==> config.mk <==
export PLATFORM = sky130hd
export DESIGN_NAME = instruction_fetch_unit
export DESIGN_NICKNAME = d
export VERILOG_FILES = /design/src/rtl/calc_defs.sv /design/src/rtl/pc_counter.sv /design/src/rtl/instruction_fetch_unit.sv
export SDC_FILE = /design/constraint.sdc
export NUM_CORES = 1
export LEC_CHECK = 0
export BUFFER_PORTS_ARGS = -buffer_cell sky130_fd_sc_hd__buf_4
export CORE_MARGIN = 8
export CORE_UTILIZATION = 47
export CTS_BUF_LIST = sky130_fd_sc_hd__clkbuf_4 sky130_fd_sc_hd__clkbuf_8
export CTS_CLUSTER_SIZE = 30
export DETAILED_ROUTE_END_ITERATION = 8
export HOLD_SLACK_MARGIN = 0.03
export PLACE_DENSITY = 0.81
export SYNTH_ARGS = -nofsm -noshare
export SYNTH_HDL_FRONTEND = slang
export SYNTH_HIERARCHICAL = 1
export SYNTH_SLANG_ARGS = --single-unit
export TNS_END_PERCENT = 5
==> constraint.sdc <==
create_clock -name CLK -period 2.6 [get_ports CLK]
set_clock_uncertainty 0.1 [all_clocks]
set_input_delay 0.52 -clock CLK [delete_from_list [all_inputs] [get_ports CLK]]
set_output_delay 0.52 -clock CLK [all_outputs]
set_load 0.02 [all_outputs]
==> src/rtl/calc_defs.sv <==
// Shared definitions for the pocket-calculator CPU.
//   - FSM state encoding used by the fetch unit (visible on its debug port).
//   - Address / instruction width constants.
//   - Instruction field positions and a helper that extracts the branch
//     address (BA) field from an instruction word.
package calc_defs;

    localparam int CALC_ADDR_W  = 10;
    localparam int CALC_INSTR_W = 16;

    typedef enum logic [1:0] {
        IDLE   = 2'd0,
        FETCH  = 2'd1,
        EXEC   = 2'd2,
        HALTED = 2'd3
    } state_e;

    // Instruction field positions
    localparam int OPCODE_MSB   = 15;
    localparam int OPCODE_LSB   = 10;
    localparam int REG_ADDR_BIT = 9;
    localparam int SREG_MSB     = 9;
    localparam int SREG_LSB     = 8;
    localparam int IMM_MSB      = 8;
    localparam int IMM_LSB      = 0;
    localparam int BA_MSB       = 9;
    localparam int BA_LSB       = 0;

    function automatic logic [CALC_ADDR_W-1:0] ba_field(input logic [CALC_INSTR_W-1:0] instr);
        return instr[BA_MSB:BA_LSB];
    endfunction

endpackage

==> src/rtl/pc_counter.sv <==
// Program counter register.
// Ports:
//   clk_i       clock, rising edge
//   rst_ni      asynchronous active-low reset (pc <= RESET_VAL)
//   load_i      load load_val_i (branch); has priority over inc_i
//   load_val_i  branch target
//   inc_i       increment by one, wrapping modulo 2^ADDR_W
//   pc_o        current program counter
module pc_counter #(
    parameter int                ADDR_W    = 10,
    parameter logic [ADDR_W-1:0] RESET_VAL = '0
) (
    input  logic              clk_i,
    input  logic              rst_ni,
    input  logic              load_i,
    input  logic [ADDR_W-1:0] load_val_i,
    input  logic              inc_i,
    output logic [ADDR_W-1:0] pc_o
);

    logic [ADDR_W-1:0] pc_q;
    logic [ADDR_W-1:0] pc_d;

    always_comb begin
        pc_d = pc_q;
        if (load_i) begin
            pc_d = load_val_i;
        end else if (inc_i) begin
            pc_d = pc_q + {{(ADDR_W-1){1'b0}}, 1'b1};
        end
    end

    always_ff @(posedge clk_i or negedge rst_ni) begin
        if (!rst_ni) begin
            pc_q <= RESET_VAL;
        end else begin
            pc_q <= pc_d;
        end
    end

    assign pc_o = pc_q;

endmodule

==> src/rtl/instruction_fetch_unit.sv <==
// Fetch stage of the pocket-calculator CPU. Holds the PC, fetches one word
// per request/ack handshake and presents it to the instruction register with
// a one-cycle IR_LOAD pulse.
//
// Memory handshake: MEM_REQ is held high for the whole FETCH state with
// MEM_ADDR = PC; a word is accepted on the first rising edge where MEM_ACK is
// high while MEM_REQ is high. A request is never withdrawn before its ack
// (except by the optional watchdog or by reset).
//
// Ports:
//   CLK, RESET            clock, asynchronous active-low reset
//   START                 leave IDLE and start fetching
//   MEM_REQ/MEM_ADDR      request and address to instruction memory
//   MEM_ACK/MEM_DATA      ack and instruction word from memory
//   IR_DATA/IR_LOAD       last fetched word and its load pulse
//   NEXT/BRANCH/BRANCH_ADDR/HALT  control-unit commands
//   PC                    program counter
//   BUSY                  high in FETCH and EXEC
//   FETCH_ERR             sticky watchdog flag (FETCH_TIMEOUT_EN build only)
//   STATE_DBG             current FSM state
//
// Build option: define FETCH_TIMEOUT_EN to add the fetch watchdog.
module instruction_fetch_unit
    import calc_defs::*;
#(
    parameter int                ADDR_W         = CALC_ADDR_W,
    parameter int                INSTR_W        = CALC_INSTR_W,
    parameter logic [ADDR_W-1:0] RESET_PC       = '0,
    parameter int                TIMEOUT_CYCLES = 15
) (
    input  logic               CLK,
    input  logic               RESET,
    input  logic               START,
    output logic               MEM_REQ,
    output logic [ADDR_W-1:0]  MEM_ADDR,
    input  logic               MEM_ACK,
    input  logic [INSTR_W-1:0] MEM_DATA,
    output logic [INSTR_W-1:0] IR_DATA,
    output logic               IR_LOAD,
    input  logic               NEXT,
    input  logic               BRANCH,
    input  logic [ADDR_W-1:0]  BRANCH_ADDR,
    input  logic               HALT,
    output logic [ADDR_W-1:0]  PC,
`ifdef FETCH_TIMEOUT_EN
    output logic               FETCH_ERR,
`endif
    output logic               BUSY,
    output logic [1:0]         STATE_DBG
);

    state_e             state_q, state_d;
    logic [INSTR_W-1:0] ir_data_q, ir_data_d;
    logic               ir_load_q, ir_load_d;
    // Remembers a HALT seen during FETCH so it takes effect at the ack even
    // if the control unit has already dropped it.
    logic               halt_pend_q, halt_pend_d;
    logic               pc_load;
    logic               pc_inc;
    logic               mem_req;

`ifdef FETCH_TIMEOUT_EN
    logic [3:0] wait_cnt_q, wait_cnt_d;
    logic       fetch_err_q, fetch_err_d;
`else
    // The watchdog limit only matters when the watchdog is built in.
    logic unused_timeout;
    assign unused_timeout = ^TIMEOUT_CYCLES;
`endif

    pc_counter #(
        .ADDR_W    (ADDR_W),
        .RESET_VAL (RESET_PC)
    ) u_pc (
        .clk_i      (CLK),
        .rst_ni     (RESET),
        .load_i     (pc_load),
        .load_val_i (BRANCH_ADDR),
        .inc_i      (pc_inc),
        .pc_o       (PC)
    );

    always_comb begin
        state_d     = state_q;
        ir_data_d   = ir_data_q;
        ir_load_d   = 1'b0;
        halt_pend_d = halt_pend_q;
        pc_load     = 1'b0;
        pc_inc      = 1'b0;
        mem_req     = 1'b0;
`ifdef FETCH_TIMEOUT_EN
        wait_cnt_d  = wait_cnt_q;
        fetch_err_d = fetch_err_q;
`endif
        case (state_q)
            IDLE: begin
                halt_pend_d = 1'b0;
                if (HALT) begin
                    state_d = HALTED;
                end else if (START) begin
                    state_d = FETCH;
                end
            end
            FETCH: begin
                mem_req = 1'b1;
                if (HALT) begin
                    halt_pend_d = 1'b1;
                end
                if (MEM_ACK) begin
                    ir_data_d   = MEM_DATA;
                    ir_load_d   = 1'b1;
                    pc_inc      = 1'b1;
                    halt_pend_d = 1'b0;
                    state_d     = (halt_pend_q || HALT) ? HALTED : EXEC;
                end
`ifdef FETCH_TIMEOUT_EN
                else if (wait_cnt_q == 4'(TIMEOUT_CYCLES - 1)) begin
                    // This cycle is the last one allowed without an ack.
                    fetch_err_d = 1'b1;
                    halt_pend_d = 1'b0;
                    state_d     = HALTED;
                end else begin
                    wait_cnt_d = wait_cnt_q + 4'd1;
                end
`endif
            end
            EXEC: begin
                if (HALT) begin
                    state_d = HALTED;
                end else if (BRANCH) begin
                    pc_load = 1'b1;
                    state_d = FETCH;
                end else if (NEXT) begin
                    state_d = FETCH;
                end
            end
            HALTED: begin
                state_d = HALTED;
            end
            default: begin
                state_d = IDLE;
            end
        endcase
`ifdef FETCH_TIMEOUT_EN
        if (state_d == FETCH && state_q != FETCH) begin
            wait_cnt_d = 4'd0;
        end
`endif
    end

    always_ff @(posedge CLK or negedge RESET) begin
        if (!RESET) begin
            state_q     <= IDLE;
            ir_data_q   <= '0;
            ir_load_q   <= 1'b0;
            halt_pend_q <= 1'b0;
        end else begin
            state_q     <= state_d;
            ir_data_q   <= ir_data_d;
            ir_load_q   <= ir_load_d;
            halt_pend_q <= halt_pend_d;
        end
    end

`ifdef FETCH_TIMEOUT_EN
    always_ff @(posedge CLK or negedge RESET) begin
        if (!RESET) begin
            wait_cnt_q  <= 4'd0;
            fetch_err_q <= 1'b0;
        end else begin
            wait_cnt_q  <= wait_cnt_d;
            fetch_err_q <= fetch_err_d;
        end
    end

    assign FETCH_ERR = fetch_err_q;
`endif

    assign MEM_REQ   = mem_req;
    assign MEM_ADDR  = PC;
    assign IR_DATA   = ir_data_q;
    assign IR_LOAD   = ir_load_q;
    assign BUSY      = (state_q == FETCH) || (state_q == EXEC);
    assign STATE_DBG = state_q;

endmodule

==> impl_metrics.ini, run 1 <==
[synthesis]
ys.flop_type = dfrtp_1
syn_nets = 173
synth_cell_types = 34
ys_seq_area_share_pct = 49.5
synth_area_leaders = dfrtp_1 (50%), mux2_2 (12%), buf_4 (5.0%), ha_1 (4.1%), nand2_1 (3.0%)
synth_area_um2 = 1520
yosys-top-cells-count = dfrtp_1 (30), mux2_2 (16), nand2_1 (12), buf_4 (10)
ys_warn_count = 6
ys_ff_latch = 30
synth_top_area_share_pct = 49.5
synth.most_common_cell = dfrtp_1
synth_edf_count = 0
synth_async_sr_flop_share_pct = 100
synth_largest_area_cell = dfrtp_1
syn_avg_cell_area_um2 = 11.2
syn-instance-count = 135

[global_routing]
antenna_found_initial = 0
grtUsageMet3_pct = 9.34
busiest_layer = met2
grt-ovfl-total = 0
gr-usage-met1_pct = 14.0
use_met2_pct = 26.7
track_usage_pct = 15.6
grt_max_degree = 31
grt_pass1_vias = 1415
grt_pass1_wl_um = 6390

[pwr]
powerDensity_nw_per_um2 = 533
ir_drop_v = 0.000346
total_power_mw = 1.14
p_leak_nw = 1.08

[sta]
hold_viol = 0
min_period_ns = 2.19
setup_tns_ns = 0
final_max_slew_viol_count = 0
rsz0062_at_grt = no
period_share_pct = 84.3
worst_pin_slew_ns = 0.409
relSlewSlack_pct = 72.6
final-setup-viol-count = 0
fmax_ghz = 0.456

[clock_network]
clk_pin_slew_ns = 0.10
cts_resized = 0
cts.sinks = 30
cts_root_buf = clkbuf_4
cts_max_level = 2
cts_made_buffers = 5
cts_tree = done
clk_latency_ns = 0.34
clk_path_buf_depth = 2

[routing]
first_pass_iters = 4
routedWlPerCell_um = 16.2
vias = 1324
routed_wl_um = 4030
final_antenna_net_count = 0
drc = 0
routed_via_density = 5.32
drtIter0Drc = 148

[finish]
final_nets = 242
area_growth_pct = 40.8
fin_area_um2 = 2130
antennaDiodeCount = 0
multi_input_area_um2 = 657
fillers = 245
register_area_um2 = 751
final_layout_size_suffix_gt1_share_pct = 50.2

[critical_path]
crit_cells = 7
cp_num_buf_inv = 2
critPathSlowestCell = dfrtp_1
reg2regPathDepth = 7
max_stage_delay_ns = 0.45
crit_family = compound AO/OA/AOI/OAI gates
crit_path_start_kind = register
critPathKind = register to register
cp_max_fo = 8
cp.arrival_ns = 2.30
crit_path_cell_trace = inv_1 > ha_1 > nand2_2 > inv_1 > nand2_1 > o311a_1 > a221o_1
r2r_setup_slack_ns = 0.41
cpMostUsedCell = inv_1
critPathCaptureType = register
cp.required_ns = 2.71

[flow_run]
maxCapViolations = 0

[min_path]
hold_depth = 3
hp-class = input pin to register

[die]
std_cell_rows = 20
die_area_um2 = 5300
ios = 74
fp.coreArea_um2 = 3050
die_width_um = 72.8
initial_utilization_pct = 49.6
die_h_um = 72.8

[placement]
dp_hpwl_um = 3180
port_buffers = 73
gp_congestion = 0.910
post_dp_cell_area_um2 = 2040

[outcome]
status = finished clean
[cell families after synthesis]
family                   count (synthesis)  share of synthesized area (%)
XOR/XNOR                                 4                           2.31
flip-flops                              30                           49.5
AND/OR/NAND/NOR                         44                           16.6
AO/OA/AOI/OAI                           17                           7.76
multiplexers                            17                           12.6
buffers and inverters                   18                           7.10
adder cells (fa/ha/maj)                  5                           4.13
[final timing paths]
kind                                                from                        to
worst min register to register   IR_DATA[12]$_DFFE_PN0P_   IR_DATA[12]$_DFFE_PN0P_
min in group asynchronous                          RESET    IR_DATA[8]$_DFFE_PN0P_
max in group asynchronous                          RESET  u_pc/pc_o[2]$_DFFE_PN0P_
worst min-delay path                      BRANCH_ADDR[7]  u_pc/pc_o[7]$_DFFE_PN0P_
worst max register to register  STATE_DBG[1]$_DFFE_PN0P_  u_pc/pc_o[8]$_DFFE_PN0P_
worst max-delay path            STATE_DBG[1]$_DFFE_PN0P_  u_pc/pc_o[8]$_DFFE_PN0P_
[cell type report]
type                            count  area share (%)
Sequential cell                    30            35.2
Clock inverter                      2            1.76
Multi-Input combinational cell     87            30.8
Tap cell                           44            2.58
Timing Repair Buffer               76            26.9
Clock buffer                        6            2.11
Inverter                            4           0.704
[layout by cell type (no fill, tap or decap), types with 2 or more instances in the layout]
master,instances
ha_1,5
nand2_1,12
nor3_1,3
a211oi_1,2
or4b_1,2
clkbuf_4,6
o21ai_0,6
buf_4,75
dfrtp_1,30
xor2_1,3
o211ai_1,3
or4_1,3
nand2b_1,2
nand3_1,6
mux2_2,16
nor2_1,6
nand4_1,3
inv_1,4
[tightest hold or removal path, cell delays in order]
cell     delay, ns
buf_4         0.08
nand2_1       0.04
nand3_1       0.05
[timing repair]
item                      CTS  global route
hold buffers                1             0
hold endpoints to repair   30             0
setup buffers               0             0
[through the flow]
stage / std cells / worst slack, ns / utilization [%] / hold WS, ns
6_report: 249 / 0.409 / 69.9 / 0.288
5_1_grt: 249 / 0.321 / 69.9 / 0.277
4_1_cts: 249 / 0.448 / 69.9 / 0.277
3_5_place_dp: 240 / 0.491 / 66.8 / 0.371
3_3_place_gp: 240 / 0.620 / 66.8 / 0.360
2_1_floorplan: 135 / 0.136 / - / 0.124
[power by group]
part	total (mW)	internal, mW	switching [mW]
combinational	0.216	0.112	0.104
sequential	0.534	0.504	0.0301
clock	0.386	0.213	0.173
[routing by layer]
| metal | vias up | wire (um) |
|---|---|---|
| met5 | - | 0 |
| met4 | 0 | 92 |
| met3 | 11 | 484 |
| met2 | 67 | 2110 |
| met1 | 635 | 1340 |
| li1 | 611 | - |
[registers in the layout (all words and copies together), names as in the netlist]
register	flops
halt_pend_q	1
u_pc/pc_o	10
IR_LOAD	1
IR_DATA	16
STATE_DBG	2
Power figures use the tool's default switching activity.
==> inputs of run 2 (changes only) <==
==> constraint.sdc (replaced) <==
create_clock -name CLK -period 2.17 [get_ports CLK]
set_clock_uncertainty 0.1 [all_clocks]
set_input_delay 0.434 -clock CLK [delete_from_list [all_inputs] [get_ports CLK]]
set_output_delay 0.434 -clock CLK [all_outputs]
set_load 0.02 [all_outputs]
==> run 2 against run 1 <==
Against the previous run:
- routed wire length shrank 1.8%
- non-clock buffer count grew 1
- clock power shrank 6.0%
- power grew 11%
- critical path depth is the same
- hold slack lost 0.074 ns
- final area grew 0.41%
- register-to-register slack lost 0.15 ns
- critical endpoint is now u_pc/pc_o[5]$_DFFE_PN0P_
- largest power group unchanged
==> impl_metrics.ini, run 2 (synthesis gave the netlist of run 1 again) <==
[placement]
dp_hpwl_um = 3150
port_buffers = 73
dp_slack_ns = 0.307
gp_congestion = 0.876

[critical_path]
cp_num_buf_inv = 2
critPathSlowestCell = or4_1
cp.required_ns = 2.34
crit_path_start_kind = register
cp_max_fo = 17
crit_family = simple AND/OR/NAND/NOR gates
critPathCaptureType = register
crit_path_cell_trace = inv_1 > ha_1 > nand2_1 > nor2_1 > buf_4 > or4_1 > nand3_1
max_stage_delay_ns = 0.55
cp.arrival_ns = 2.08
critPathKind = register to register

[pwr]
ir_drop_v = 0.000436
p_leak_nw = 1.09
powerDensity_nw_per_um2 = 591

[sta]
min_period_ns = 1.91
setup_tns_ns = 0
rsz0062_at_grt = no
period_share_pct = 87.9
fin_ws_ns = 0.262
relSlewSlack_pct = 74.7
final_max_slew_viol_count = 0
final-setup-viol-count = 0
worst_pin_slew_ns = 0.379
hold_viol = 0
fmax_ghz = 0.524

[die]
ios = 74
die_width_um = 72.8
std_cell_rows = 20
die_area_um2 = 5300
die_h_um = 72.8
initial_utilization_pct = 49.6
fp.coreArea_um2 = 3050

[outcome]
status = finished clean

[clock_network]
clk_latency_ns = 0.33
cts_tree = done
cts_made_buffers = 5
cts_max_level = 2
hold_buffers = 1
cts_root_buf = clkbuf_4
post_cts_buffers = 0
cts_resized = 0
clk_path_buf_depth = 2
cts.sinks = 30
clk_pin_slew_ns = 0.10

[global_routing]
antenna_found_initial = 0
grt_pass1_wl_um = 6530
grt-ovfl-total = 0
grt_pass1_vias = 1421
grt_max_degree = 31
track_usage_pct = 15.8

[routing]
routedWlPerCell_um = 15.8
routed_wl_um = 3950
first_pass_iters = 4
routed_via_density = 5.14
drtIter0Drc = 79
drc = 0
vias = 1284
final_antenna_net_count = 0

[finish]
antennaDiodeCount = 0
layout_common_cells = buf_4 (76), dfrtp_1 (28), mux2_2 (16)
fillers = 252
largest_reg_flops = 16
area_growth_pct = 41.4
multi_input_area_um2 = 674
final_common_cell = buf_4
final_nets = 243
register_area_um2 = 753
final_layout_size_suffix_gt1_share_pct = 52.4

[min_path]
hp-class = input pin to register

[flow_run]
maxCapViolations = 0
-- run 2: worst paths after layout --
kind | cells after the start | to | startpoint | slack (ns)
worst max-delay path | 7 | u_pc/pc_o[5]$_DFFE_PN0P_ | STATE_DBG[0]$_DFFE_PN0P_ | 0.26
worst min-delay path | 3 | u_pc/pc_o[7]$_DFFE_PN0P_ | BRANCH_ADDR[7] | 0.21
worst max register to register | 7 | u_pc/pc_o[5]$_DFFE_PN0P_ | STATE_DBG[0]$_DFFE_PN0P_ | 0.26
worst min register to register | 1 | IR_DATA[7]$_DFFE_PN0P_ | IR_DATA[7]$_DFFE_PN0P_ | 0.41
max in group asynchronous | 2 | STATE_DBG[1]$_DFFE_PN0P_ | RESET | 1.21
min in group asynchronous | 2 | IR_DATA[14]$_DFFE_PN0P_ | RESET | 0.47
-- run 2: area by class of cell --
type | instances | area share [%]
Clock inverter | 1 | 0.234
Timing Repair Buffer | 77 | 27.1
Clock buffer | 7 | 2.75
Sequential cell | 30 | 35.2
Tap cell | 44 | 2.57
Multi-Input combinational cell | 87 | 31.5
Inverter | 4 | 0.701
-- run 2: tightest hold or removal path: cells and delay by family --
family,cells,cell delay (ns)
buffers and inverters,1,0.08
and+or+nand+nor,2,0.10
-- run 2: per-stage QoR --
| step | instance area [um^2] | hold WS [ns] | total power [mW] | utilization (%) | instances |
|---|---|---|---|---|---|
| CTS | 2140 | 0.201 | 1.28 | 70.2 | 250 |
| global route | 2140 | 0.212 | 1.32 | 70.2 | 250 |
| finish | 2140 | 0.214 | 1.27 | 70.2 | 250 |
| detailed placement | 2070 | 0.286 | 0.917 | 67.7 | 241 |
| floorplan | 1540 | 0.0384 | 0.765 | - | 135 |
| global placement | 2070 | 0.281 | 0.905 | 67.7 | 241 |
-- run 2: routing by layer --
| metal | share of wire [%] | track usage [%] | up-vias |
|---|---|---|---|
| li1 | - | - | 616 |
| met1 | 38 | 16.4 | 612 |
| met2 | 51 | 25.6 | 50 |
| met3 | 11 | 8.10 | 6 |
| met4 | 1.0 | 8.22 | 0 |
| met5 | 0 | 0 | - |
-- run 2: where the power goes --
group,internal (mW),switching [mW],total (mW)
sequential,0.604,0.0371,0.641
combinational,0.135,0.126,0.261
clock,0.169,0.194,0.363
total,0.909,0.357,1.27
